File: src/rtl/dp_stream_reader_if.sv
// Memory read port and output stream of the stream reader, bundled so the
// reader and its memory/consumer attach through one port each.
interface dp_stream_reader_if #(
  parameter int unsigned ADDR_W = 20,
  parameter int unsigned DATA_W = 8
) ();

  // Memory request side.
  logic [ADDR_W-1:0] mem_addr;
  logic              mem_rd;
  logic              mem_ack;
  logic [DATA_W-1:0] mem_rdata;

  // Stream side.
  logic [DATA_W-1:0] out_data;
  logic              out_valid;
  logic              out_ready;

  // The reader: issues reads, produces the stream.
  modport master (
    output mem_addr,
    output mem_rd,
    input  mem_ack,
    input  mem_rdata,
    output out_data,
    output out_valid,
    input  out_ready
  );

  // Memory plus consumer: answers reads, accepts the stream.
  modport slave (
    input  mem_addr,
    input  mem_rd,
    output mem_ack,
    output mem_rdata,
    input  out_data,
    input  out_valid,
    output out_ready
  );

endinterface

File: src/rtl/dp_stream_reader.sv
// Reads `count` consecutive words starting at `base_addr` from a simple
// request/acknowledge memory port and forwards them one at a time on a
// valid/ready stream. Only one word is ever in flight: the next read is not
// issued until the previous word has been accepted downstream.
module dp_stream_reader #(
  parameter int unsigned ADDR_W = 20,
  parameter int unsigned DATA_W = 8,
  parameter int unsigned CNT_W  = 16
) (
  input  logic               clk,
  input  logic               reset,
  input  logic               start,
  input  logic [ADDR_W-1:0]  base_addr,
  input  logic [CNT_W-1:0]   count,
  input  logic               abort,
  dp_stream_reader_if.master bus,
  output logic               busy,
  output logic               done
);

  typedef enum logic [1:0] {
    StIdle,
    StRead,
    StDrain,
    StDone
  } state_e;

  state_e              state_q, state_d;
  logic [ADDR_W-1:0]   ptr_q, ptr_d;
  logic [CNT_W-1:0]    rem_q, rem_d;
  logic                rd_q, rd_d;
  logic [DATA_W-1:0]   data_q, data_d;
  logic                valid_q, valid_d;
  logic                busy_q, busy_d;
  logic                done_q, done_d;

  // Next-state logic; every output is computed here one cycle ahead so that
  // all outputs leave the block straight from flops.
  always_comb begin
    state_d = state_q;
    ptr_d   = ptr_q;
    rem_d   = rem_q;
    rd_d    = rd_q;
    data_d  = data_q;
    valid_d = valid_q;
    busy_d  = busy_q;
    done_d  = 1'b0;

    unique case (state_q)
      StIdle: begin
        // abort is deliberately not looked at here: start always wins.
        if (start) begin
          if (count != '0) begin
            ptr_d   = base_addr;
            rem_d   = count;
            rd_d    = 1'b1;
            busy_d  = 1'b1;
            state_d = StRead;
          end else begin
            // Empty transfer: report completion without touching memory.
            done_d  = 1'b1;
            state_d = StDone;
          end
        end
      end

      StRead: begin
        if (abort) begin
          rd_d    = 1'b0;
          valid_d = 1'b0;
          busy_d  = 1'b0;
          state_d = StIdle;
        end else if (bus.mem_ack) begin
          data_d  = bus.mem_rdata;
          valid_d = 1'b1;
          rd_d    = 1'b0;
          // Address wraps naturally at the top of the address space.
          ptr_d   = ptr_q + ADDR_W'(1);
          rem_d   = rem_q - CNT_W'(1);
          state_d = StDrain;
        end
      end

      StDrain: begin
        if (abort) begin
          rd_d    = 1'b0;
          valid_d = 1'b0;
          busy_d  = 1'b0;
          state_d = StIdle;
        end else if (valid_q && bus.out_ready) begin
          valid_d = 1'b0;
          if (rem_q != '0) begin
            rd_d    = 1'b1;
            state_d = StRead;
          end else begin
            busy_d  = 1'b0;
            done_d  = 1'b1;
            state_d = StDone;
          end
        end
      end

      StDone: begin
        // Single-cycle completion pulse; abort lands in the same place.
        state_d = StIdle;
      end

      default: begin
        rd_d    = 1'b0;
        valid_d = 1'b0;
        busy_d  = 1'b0;
        state_d = StIdle;
      end
    endcase
  end

  // State and output registers, cleared immediately by reset.
  always_ff @(posedge clk or negedge reset) begin
    if (!reset) begin
      state_q <= StIdle;
      ptr_q   <= '0;
      rem_q   <= '0;
      rd_q    <= 1'b0;
      data_q  <= '0;
      valid_q <= 1'b0;
      busy_q  <= 1'b0;
      done_q  <= 1'b0;
    end else begin
      state_q <= state_d;
      ptr_q   <= ptr_d;
      rem_q   <= rem_d;
      rd_q    <= rd_d;
      data_q  <= data_d;
      valid_q <= valid_d;
      busy_q  <= busy_d;
      done_q  <= done_d;
    end
  end

  // The read pointer doubles as the memory address; it only moves on ack.
  assign bus.mem_addr  = ptr_q;
  assign bus.mem_rd    = rd_q;
  assign bus.out_data  = data_q;
  assign bus.out_valid = valid_q;
  assign busy          = busy_q;
  assign done          = done_q;

  // A read request and a pending stream word must never coexist.
  a_one_in_flight: assert property (@(posedge clk) disable iff (!reset)
    !(rd_q && valid_q));

  // Completion is only ever reported while idle-bound, never while busy.
  a_done_not_busy: assert property (@(posedge clk) disable iff (!reset)
    !(done_q && busy_q));

  // An unanswered read keeps its request and address steady.
  a_rd_stable: assert property (@(posedge clk) disable iff (!reset)
    (rd_q && !bus.mem_ack && !abort) |=> (rd_q && $stable(ptr_q)));

endmodule

File: src/flat_wrapper.sv
// flat-port wrapper written by rule: the top's interface ports become plain ports
module dp_stream_reader_flat 
#(
  parameter int unsigned ADDR_W = 20,
  parameter int unsigned DATA_W = 8,
  parameter int unsigned CNT_W  = 16
)
  (clk, reset, start, base_addr, count, abort, busy, done, bus_mem_addr, bus_mem_rd, bus_mem_ack, bus_mem_rdata, bus_out_data, bus_out_valid, bus_out_ready);
  dp_stream_reader_if #(.ADDR_W(ADDR_W), .DATA_W(DATA_W)) bus_i ();
  input  logic clk;
  input  logic reset;
  input  logic start;
  input  logic [ADDR_W-1:0] base_addr;
  input  logic [CNT_W-1:0] count;
  input  logic abort;
  output logic busy;
  output logic done;
  output wire logic [$bits(bus_i.mem_addr)-1:0] bus_mem_addr;
  output wire logic [$bits(bus_i.mem_rd)-1:0] bus_mem_rd;
  input wire logic [$bits(bus_i.mem_ack)-1:0] bus_mem_ack;
  input wire logic [$bits(bus_i.mem_rdata)-1:0] bus_mem_rdata;
  output wire logic [$bits(bus_i.out_data)-1:0] bus_out_data;
  output wire logic [$bits(bus_i.out_valid)-1:0] bus_out_valid;
  input wire logic [$bits(bus_i.out_ready)-1:0] bus_out_ready;
  assign bus_mem_addr = bus_i.mem_addr;
  assign bus_mem_rd = bus_i.mem_rd;
  assign bus_i.mem_ack = bus_mem_ack;
  assign bus_i.mem_rdata = bus_mem_rdata;
  assign bus_out_data = bus_i.out_data;
  assign bus_out_valid = bus_i.out_valid;
  assign bus_i.out_ready = bus_out_ready;
  dp_stream_reader #(.ADDR_W(ADDR_W), .DATA_W(DATA_W), .CNT_W(CNT_W)) u_core (.clk(clk), .reset(reset), .start(start), .base_addr(base_addr), .count(count), .abort(abort), .bus(bus_i), .busy(busy), .done(done));
endmodule
File: config.mk
export PLATFORM = sky130hd
export DESIGN_NAME = dp_stream_reader_flat
export DESIGN_NICKNAME = d
export VERILOG_FILES = /design/src/rtl/dp_stream_reader_if.sv /design/src/rtl/dp_stream_reader.sv /design/src/flat_wrapper.sv
export SDC_FILE = /design/constraint.sdc
export NUM_CORES = 1
export LEC_CHECK = 0
export CORE_UTILIZATION = 44
export CTS_CLUSTER_SIZE = 30
export DETAILED_ROUTE_END_ITERATION = 16
export PLACE_DENSITY = 0.83
export RECOVER_POWER = 25
export SLEW_MARGIN = 25
export SYNTH_ARGS = -nofsm -noshare
export SYNTH_HDL_FRONTEND = slang
export SYNTH_SLANG_ARGS = --single-unit
File: constraint.sdc
create_clock -name clk -period 2.2 [get_ports clk]
set_input_delay 0.66 -clock clk [delete_from_list [all_inputs] [get_ports clk]]
set_output_delay 0.66 -clock clk [all_outputs]
set_load 0.01 [all_outputs]
[Yosys cells after proc, flatten, opt, wreduce, memory -nomap -nowiden]
Cells that the tools add are included.
Word-level totals
  flip-flop bits (word level): 50
  input bits: 50
  output and inout bits: 32
  logic and storage cells: 78
Cells by class
  $add $sub $neg: 2
  equality and inequality tests: 12
  mux-type cells: 42
  bitwise logic cells: 1
  reductions and logical operators: 13
Operators with widths (number)
  two-way mux 20 bit: 4
  two-way mux 16 bit: 4
  case mux 20 bit (2 select lines): 1
  case mux 16 bit (2 select lines): 1
  nonzero test 16 bit: 2
  adder 20 x 1 -> 20 bit (second input constant): 1
  two-way mux 1 bit: 20
  subtractor 16 x 1 -> 16 bit (second input constant): 1
  two-way mux 2 bit: 7
  AND reduction 6 bit: 2
  AND reduction 3 bit: 3
  != test 2 bit (second input constant): 4
  case mux 2 bit (4 select lines): 1
  != test 3 x 2 -> 1 bit (second input constant): 2
  != test 3 bit (second input constant): 2
  case mux 1 bit (3 select lines): 2
  AND reduction 5 bit: 1
  equality test 2 bit (second input constant): 2
  case mux 1 bit (2 select lines): 2
  nonzero test 2 bit: 2
  nonzero test 3 bit: 1
  equality test 2 x 1 -> 1 bit (second input constant): 1
  zero test 2 bit: 1
  != test 2 x 1 -> 1 bit (second input constant): 1
  other kinds (2): 2

[Logic depth before layout (Yosys ltp)]
  word-level depth: 5
  mapped depth: 9
  mapped depth without buffers: 7

[Worst setup path after synthesis]
OpenSTA, ideal clock, no wires.
  path type: input -> register
  start point: input count[4]
  end point: register u_core.rem_q[12]
  library setup time: 0.101 ns
  arrival time: 1.917 ns
  data required time: 2.099 ns
  slack: 0.182 ns
  stages on the path: 7
  path buffers: 2
  cell sequence: nor4_1 > and4_1 > buf_4 > a221oi_2 > buf_2 > nor2_1 > nor4_1
Between the ends
  word-level cells in the longest chain between the ends: 3
Ends and longest elaborated chain
  start, declared: line flat_wrapper.sv:14  | input logic [CNT_W-1:0] count;
  nonzero test 16 bit: line dp_stream_reader.sv:53  | if (count != '0) begin
  != test 2 x 1 -> 1 bit (no source line)
  AND reduction 5 bit (no source line)
  end signal, assigned: line dp_stream_reader.sv:131  | rem_q <= rem_d;
  end, declared: line dp_stream_reader.sv:30  | logic [CNT_W-1:0] rem_q, rem_d;
No other way between the ends.
A chain may end at the register's enable or synchronous reset.

[Worst setup path after layout]
  start point: input start
  end point: register u_core.rem_q[11]
Between the ends
  word-level cells in the longest chain between the ends: 2
Ends and longest elaborated chain
  start, declared: line flat_wrapper.sv:12  | input logic start;
  != test 2 bit (no source line)
  AND reduction 5 bit (no source line)
No other way between the ends.

==> impl_metrics.yaml <==
setup_path:
  cp_top_family: "simple AND/OR/NAND/NOR gates"
  critical_path.max_stage_delay_ns: 0.55
  start_kind: "input pin"
  endpoint_kind: "flip-flop"
  crit_fanout: 5
  r2r_setup_slack_ns: 0.05
  rr_endpoint: "u_core.rem_q[11]"
  cp.arrival_ns: 2.47
  cp.required_ns: 2.45
  path_cells: "clkdlybuf4s50_1, and2b_2, a221o_2, or4b_4, nand3_1"
  slowest_stage: "or4b_4"
  cp_num_buf_inv: 1
  r2r_start: "u_core.state_q[0]"
  rr_worst_depth: 6
  path_class: "input pin to flip-flop"
synth:
  synth_enable_flop_cells: 0
  synth_xor_area_frac: 0
  synthFlopType: "dfrtp_1"
  synth-compound-area-share: 0.219
  synthSimpleGateAreaFrac: 0.237
  syn_area_um2: 3080
  syn_avg_cell_area_um2: 8.92
  synth_nets: 403
  synth_top_family_by_area: "simple AND/OR/NAND/NOR gates"
  synth_mux_area_frac: 0.0557
  synth_seq_cells: 50
  synth_cells: 345
  yosys_warnings: 0
  synth-adder-area-share: 0.0325
  synthArstFlopShare: 1.00
  ys_types: 53
  ys_seq_area_frac: 0.407
routing:
  drt-pass1-iter-count: 4
  drcViolationCount: 0
  vias: 3151
  ant_nets: 0
  wl_per_cell_um: 16.3
  drt_wl_total_um: 8740
  vias_per_cell: 5.89
  drtIter0Drc: 238
floorplan:
  num_rows: 30
  fp.dieH_um: 85.6
  die_x_um: 85.6
  start_util: 0.455
  core_area_um2: 6760
  fp.dieArea_um2: 7330
  ios: 82
run_status:
  outcome: "finished with violations"
  violations: "setup timing"
global_route:
  grt_pass1_vias: 3040
  overflow: 0
  grt_pass1_wl_um: 14000
  grt.total_usage: 0.239
  grt_max_degree: 46
  antenna_found_initial: 1
final_layout:
  instances_no_fill: 535
  multi_input_area_um2: 1740
  nets: 511
  final_common_cell: "clkdlybuf4s50_1"
  drive_above_1_share: 0.192
  final_cell_mix: "clkdlybuf4s50_1, dfrtp_1, a21oi_1, buf_4, o21ai_0"
  register_area_um2: 1250
  finalInstanceArea_um2: 4410
  num-fill-cells: 541
  syn_to_final_growth_pct: 43.3
sta:
  relSlewSlack: 0.308
  clock.fmax_mhz: 451
  tightest_slew_ns: 1.04
  slew_viol_final: 0
  fin_ws_ns: -0.0196
  finalCriticalPeriod_ns: 2.22
  hold_viol_final: 0
  worst_clock_skew_ns: 0.00345
  fin_crit_sh: 1.01
  setup_viol: 1
clock_tree:
  clk_latency_ns: 0.31
  clock_path_buffers: 2
  cts_root_buffer: "clkbuf_8"
  clock-sinks: 50
  cts_buffers: 5
  cts.clk_slew.worst_paths_ns: 0.10
  tritoncts: "yes"
  htree_levels: 2
placement:
  dp.cells: 521
  dpl_cell_area_um2: 4180
  hpwl_um: 6140
  place_ws_ns: -0.513
  gp_congestion: 0.840
  port_buffers: 81
job:
  max-cap-violations: 0
power:
  p_per_area_nw_per_um2: 1410
  p_leak_nw: 1.88
  max-vdd-ir-drop_uv: 650
worst_hold_path:
  hp-class: "input pin to async pin"
==> final cells by class <==
class	instances	share of cell area
multi-input cells	262	0.394
flip-flops and latches	50	0.284
repair buffers	121	0.262
well taps	80	0.0227
clock buffers	5	0.0156
inverters	13	0.0111
clock inverters	3	0.00993
diodes	1	0.000568
==> metrics by stage <==
step | TNS (ns) | hold WS, ns | total power, mW | util
5_1_grt | -0.00935 | 0.536 | 6.67 | 0.653
4_1_cts | -0.0164 | 0.296 | 6.09 | 0.641
3_3_place_gp | -13.10 | 0.488 | 5.24 | 0.619
2_1_floorplan | 0 | 0.364 | 3.91 | -
3_5_place_dp | -15.54 | 0.498 | 5.38 | 0.619
6_report | -0.0196 | 0.502 | 6.23 | 0.653
==> state kept, by name, summed over array words and instances, names as in the netlist <==
register              cells
u_core.busy               1
u_core.bus.out_data       8
u_core.bus.mem_rd         1
u_core.done               1
u_core.bus.mem_addr      20
u_core.state_q            2
u_core.bus.out_valid      1
u_core.rem_q             16
==> synth_stat cells, types with 4 or more instances <==
| library cell | n | area share |
|---|---|---|
| dfrtp_1 | 50 | 0.41 |
| a21oi_1 | 36 | 0.059 |
| o21ai_0 | 28 | 0.046 |
| nand2_1 | 25 | 0.031 |
| nand3_1 | 24 | 0.039 |
| o22ai_1 | 20 | 0.041 |
| nor2_1 | 15 | 0.018 |
| inv_1 | 13 | 0.016 |
| mux2_2 | 9 | 0.033 |
| clkbuf_1 | 8 | 0.0098 |
| ha_1 | 8 | 0.033 |
| nor4_1 | 8 | 0.016 |
| mux2i_1 | 7 | 0.023 |
| nand4_1 | 7 | 0.014 |
| a2bb2oi_1 | 6 | 0.017 |
| buf_2 | 6 | 0.0098 |
| nor3_1 | 6 | 0.0098 |
| a21o_1 | 5 | 0.012 |
| nand2b_1 | 5 | 0.010 |
| or2_2 | 5 | 0.010 |
| a31oi_1 | 4 | 0.0081 |
==> per-layer routing <==
| layer | wire [µm] | global-route usage |
|---|---|---|
| met1 | 3710 | 0.321 |
| met2 | 4410 | 0.402 |
| met3 | 545 | 0.0385 |
| met4 | 77 | 0.0652 |
| met5 | 0 | 0 |
==> how the worst max path moves through the flow <==
stage                     startpoint                 endpoint  cells past startpoint
after floorplan             count[4]         u_core.rem_q[12]                      7
after global placement      count[2]          u_core.rem_q[2]                      7
after detailed placement    count[2]  u_core.bus.mem_addr[14]                      7
after CTS                   count[7]   u_core.bus.mem_addr[9]                      7
after global routing           start         u_core.rem_q[11]                      5
final                          start         u_core.rem_q[11]                      5
==> kinds of logic after synthesis <==
group           count (synthesis)
fa+ha+maj                       8
simple gates                  126
mux                            16
buf+inv                        33
flops                          50
compound gates                112
==> power breakdown <==
part	switching (mW)	total (mW)	internal, mW	leakage (nW)
sequential	0.529	1.92	1.39	0.580
clock	0.339	0.681	0.342	0.0585
combinational	1.79	3.62	1.83	1.24
total	2.66	6.23	3.57	1.88
==> what timing repair did <==
item                                    in CTS  in global routing
endpoints found under the setup margin      28                 24
resized for setup                           10                 26
pin swaps                                    6                  5
hold buffers                                 0                  0
gates cloned                                 0                  1
setup buffers                                1                  3
Note: power is estimated with default switching activity, not from simulation.
